===== src/rtl/regfile_scoreboard.sv =====
// regfile_scoreboard
//   Register file and write scoreboard for the execute stage. It supplies
//   the signed ALU operands on two combinational read ports and takes the
//   ALU result on one write-back port. A per-register busy bit marks each
//   register that has a write still pending. Issue is held off while a
//   source or destination register is busy (RAW/WAW hazards).
//   R0 is hardwired to zero. Writes to R0 are ignored, and R0 is never busy.
//
// Optional feature (macro REGFILE_WB_BYPASS_EN):
//   Forwards a same-cycle write-back to the read ports. It also hides that
//   register's busy bit from issue_ready, so a dependent op can issue in the
//   write-back cycle.
//
// Ports:
//   clk            clock; all state updates on the rising edge
//   reset          synchronous, active-high reset
//   rs1_addr/data  read port 1 (operand A), combinational
//   rs2_addr/data  read port 2 (operand B), combinational
//   issue_valid    decode wants to issue an op (rs1, rs2 -> issue_rd)
//   issue_rd       destination register of the issuing op
//   issue_ready    no hazard on rs1/rs2/issue_rd this cycle
//   wb_valid       write-back of an ALU result this cycle
//   wb_rd/wb_data  write-back destination and value
//   busy_mask      registered scoreboard, bit i = write pending on Ri
//   wb_unexpected  one-cycle pulse after a write to a non-busy, nonzero reg
module regfile_scoreboard #(
  parameter int DATA_W   = 16,
  parameter int NUM_REGS = 8,
  parameter int ADDR_W   = 3
) (
  input  logic                clk,
  input  logic                reset,
  input  logic [ADDR_W-1:0]   rs1_addr,
  input  logic [ADDR_W-1:0]   rs2_addr,
  output logic [DATA_W-1:0]   rs1_data,
  output logic [DATA_W-1:0]   rs2_data,
  input  logic                issue_valid,
  input  logic [ADDR_W-1:0]   issue_rd,
  output logic                issue_ready,
  input  logic                wb_valid,
  input  logic [ADDR_W-1:0]   wb_rd,
  input  logic [DATA_W-1:0]   wb_data,
  output logic [NUM_REGS-1:0] busy_mask,
  output logic                wb_unexpected
);

  logic [DATA_W-1:0]   regs [NUM_REGS];
  logic [NUM_REGS-1:0] busy;
  logic [NUM_REGS-1:0] busy_eff;
  logic                wb_en;
  logic                issue_fire;

  assign wb_en      = wb_valid && (wb_rd != '0);
  assign issue_fire = issue_valid && issue_ready;
  assign busy_mask  = busy;

  // Read ports. R0 is forced to zero here rather than relying on its storage.
  always_comb begin
    rs1_data = (rs1_addr == '0) ? '0 : regs[rs1_addr];
    rs2_data = (rs2_addr == '0) ? '0 : regs[rs2_addr];
`ifdef REGFILE_WB_BYPASS_EN
    if (wb_en && (wb_rd == rs1_addr)) rs1_data = wb_data;
    if (wb_en && (wb_rd == rs2_addr)) rs2_data = wb_data;
`endif
  end

  // Busy view used for the hazard check. With bypass, the register being
  // written back this cycle is already resolved.
  always_comb begin
    busy_eff    = busy;
    busy_eff[0] = 1'b0;
`ifdef REGFILE_WB_BYPASS_EN
    if (wb_en) busy_eff[wb_rd] = 1'b0;
`endif
  end

  assign issue_ready = !(busy_eff[rs1_addr] | busy_eff[rs2_addr] | busy_eff[issue_rd]);

  always_ff @(posedge clk) begin
    if (reset) begin
      for (int i = 0; i < NUM_REGS; i++) regs[i] <= '0;
      busy          <= '0;
      wb_unexpected <= 1'b0;
    end else begin
      wb_unexpected <= wb_en && !busy[wb_rd];
      if (wb_en) begin
        regs[wb_rd] <= wb_data;
        busy[wb_rd] <= 1'b0;
      end
      // Placed after the clear: when the same register is issued and written
      // back together, the new write is still pending, so the set wins.
      if (issue_fire && (issue_rd != '0)) busy[issue_rd] <= 1'b1;
    end
  end

endmodule


===== config.mk =====
export PLATFORM = sky130hd
export DESIGN_NAME = regfile_scoreboard
export DESIGN_NICKNAME = d
export VERILOG_FILES = /design/src/rtl/regfile_scoreboard.sv
export SDC_FILE = /design/constraint.sdc
export NUM_CORES = 1
export LEC_CHECK = 0
export BUFFER_PORTS_ARGS = -buffer_cell sky130_fd_sc_hd__buf_4
export CORE_ASPECT_RATIO = 0.9
export CORE_MARGIN = 2
export CORE_UTILIZATION = 34
export CTS_CLUSTER_DIAMETER = 200
export DETAILED_ROUTE_END_ITERATION = 8
export PLACE_DENSITY = 0.56
export REMOVE_ABC_BUFFERS = 1
export SYNTH_ARGS = -nofsm -noshare
export SYNTH_HDL_FRONTEND = slang
export SYNTH_SLANG_ARGS = --single-unit

===== constraint.sdc =====
create_clock -name clk -period 7.15 [get_ports clk]
set_input_delay 1.0725 -clock clk [delete_from_list [all_inputs] [get_ports clk]]
set_output_delay 1.0725 -clock clk [all_outputs]
set_load 0.05 [all_outputs]

==> impl_metrics.tcl <==
set metrics [dict create \
    status "finished clean" \
    drv_slew 0 \
    routabilityCongestion 0.8791 \
    use_met2_pct 30.40 \
    power_leakage_nw 2.916 \
    r2r_slack_ns 5.49 \
    grt_use_met1_pct 24.75 \
    r2r_cells 4 \
    cts_setup_buffers 0 \
    synth-seq-area-share_pct 53.63 \
    rsz0062_at_grt "no" \
    drv_cap 0 \
    async_flop_share_pct 0 \
    final_area_um2 7988 \
    die_area_um2 20570 \
    grt_pass1_vias 4654 \
    drc 0 \
    tns_ns 0 \
    vias 4561 \
    use_met3_pct 4.027 \
    place_inst 814 \
    die_h_um 136.3 \
    fin_crit_sh_pct 61.40 \
    rows 48 \
    antenna_left 0 \
    worstMarginPinSlew_ns 1.084 \
    nets 615 \
    fin_skew_ns 0.004801 \
    path_class "in2out" \
    grt_max_degree 38 \
    core_um2 19100 \
    drive_gt1_share_pct 32.89 \
    dpl-instance-area_um2 7445 \
    peakVddDrop_mv 0.1228 \
    fmax_mhz 227.8 \
    power_density_nw_per_um2 246.6 \
    finalSetupViolCount 0 \
    ioPinCount 74 \
    synth_edf_count 112 \
    post_cts_resized 0 \
    diodes 0 \
    initial_core_util_pct 34.60 \
    synth_flop_cell "edfxtp_1" \
    wl_per_cell_um 21.63 \
    grt_usage_pct 18.60 \
    holdWs_ns 0.4669 \
    synth_area_um2 6608 \
    die_w_um 150.9 \
    cp_max_fo 35 \
    dr.pass1.iters 5 \
    crit_path_start_kind "input pin" \
    port_buffers 73 \
    clock_power_share_pct 40.7 \
    vias_per_cell 5.391 \
    ys_ff_latch 121 \
    power.share.combinational_pct 16.6 \
    initialDrtViolationCount 343 \
    critPathCaptureType "primary output" \
    relSlewSlack_pct 27.64 \
    syn-instance-count 515 \
    hold_buffers 0 \
    grt_first_pass_wirelength_um 27450 \
    p_sw_w 0.0005292 \
    htreeDepth 4 \
    fin_util_pct 41.82 \
    clock_latency_ns 0.42 \
    p_seq_share_pct 42.8 \
    hold_viol_final 0 \
    tritoncts "yes" \
    period_minus_slack_ns 4.390 \
    netlist.area_leader.share_pct 50.90 \
    arrival_ns 3.32 \
    antenna_found_initial 0 \
    switching_share_pct 26.87 \
    syn2layout_area_growth_pct 20.89 \
    path_clk_slew_ns 0.06 \
    clockBufferDepth 2 \
    grt_overflow 0 \
    hold_path.class "reg2reg" \
    hpwl_um 10890 \
    synth.distinct_cells 37 \
    netlist_top_cells_count "and2_1, edfxtp_1, nand2_1, o21ai_0, mux2_2" \
    avgSynthCellArea_um2 12.83 \
    hold_path_depth 1 \
    busiest_layer "met2" \
    finalNonFillerCells 846 \
    ys_warn_count 0 \
    synth_largest_area_cell "edfxtp_1" \
    p_int_w 0.001440 \
    cts.sinks 121 \
    cts_buffers 17 \
    ctsRootBufferMaster "clkbuf_16" \
    crit_required_ns 6.08 \
    synthTopCellsByArea "edfxtp_1, mux4_2, and2_1" \
    wl_um 18300 \
]
metrics by stage:
stage	setup slack, ns	total power, W
after floorplan	3.114	0.001048
after global placement	2.839	0.001179
after detailed placement	2.805	0.001185
after CTS	2.768	0.001982
after global routing	2.567	0.002039
final	2.760	0.001970
per-layer routing:
metal | vias up | wire length, um
met1 | 2335 | 8299
met5 | - | 0
met3 | 14 | 778
li1 | 2080 | -
met4 | 0 | 196
met2 | 132 | 9021
cell usage in the layout, fill, tap and decap left out, types with 6 or more instances in the layout:
cell type / instances
mux4_2: 32
nand3_1: 6
mux2_2: 34
and2_1: 112
dfxtp_1: 9
nand2_1: 39
inv_1: 8
clkinv_1: 6
clkbuf_16: 17
buf_4: 89
edfxtp_1: 112
o21ai_0: 33
a22oi_1: 33
power groups by stage:
stage	clock network (W)	registers (W)	logic (W)
final	0.000801	0.000842	0.000326
after global routing	0.000845	0.000847	0.000347
after CTS	0.000810	0.000842	0.000330
after detailed placement	0	0.000856	0.000329
after global placement	0	0.000852	0.000327
after floorplan	0	0.000855	0.000194
cell families (layout without fill, tap and decap cells):
logic type | after synthesis | count (layout) | share of synthesized area (%)
mux | 73 | 73 | 18.03
buf+inv | 48 | 129 | 3.030
flops | 121 | 121 | 53.63
compound gates | 91 | 91 | 9.923
simple gates | 182 | 182 | 15.39
sequential cells by signal, summed over array words and instances, names as in the netlist:
name and flops:
regs 112, busy_mask 8, wb_unexpected 1
worst paths after layout:
check,to,start
worst max-delay path,rs1_data[1],rs1_addr[1]
worst min-delay path,busy_mask[0]$_SDFF_PP0_,busy_mask[0]$_SDFF_PP0_
worst max register to register,busy_mask[2]$_SDFF_PP0_,busy_mask[3]$_SDFF_PP0_
worst min register to register,busy_mask[0]$_SDFF_PP0_,busy_mask[0]$_SDFF_PP0_
critical path, stage by stage:
cell	delay, ns
buf_4	0.45
inv_1	0.14
nor2_2	0.85
a22oi_1	0.21
o21ai_0	0.31
buf_4	0.26
area by class of cell:
class | instances | area (um2)
Clock buffer | 19 | 432.9
Sequential cell | 121 | 3543
Timing Repair Buffer | 89 | 668.1
Clock inverter | 13 | 110.1
Inverter | 8 | 30.03
Tap cell | 250 | 312.8
Multi-Input combinational cell | 346 | 2890
Fill cell | 1798 | 11110
Note: power is estimated with default switching activity, not from simulation.
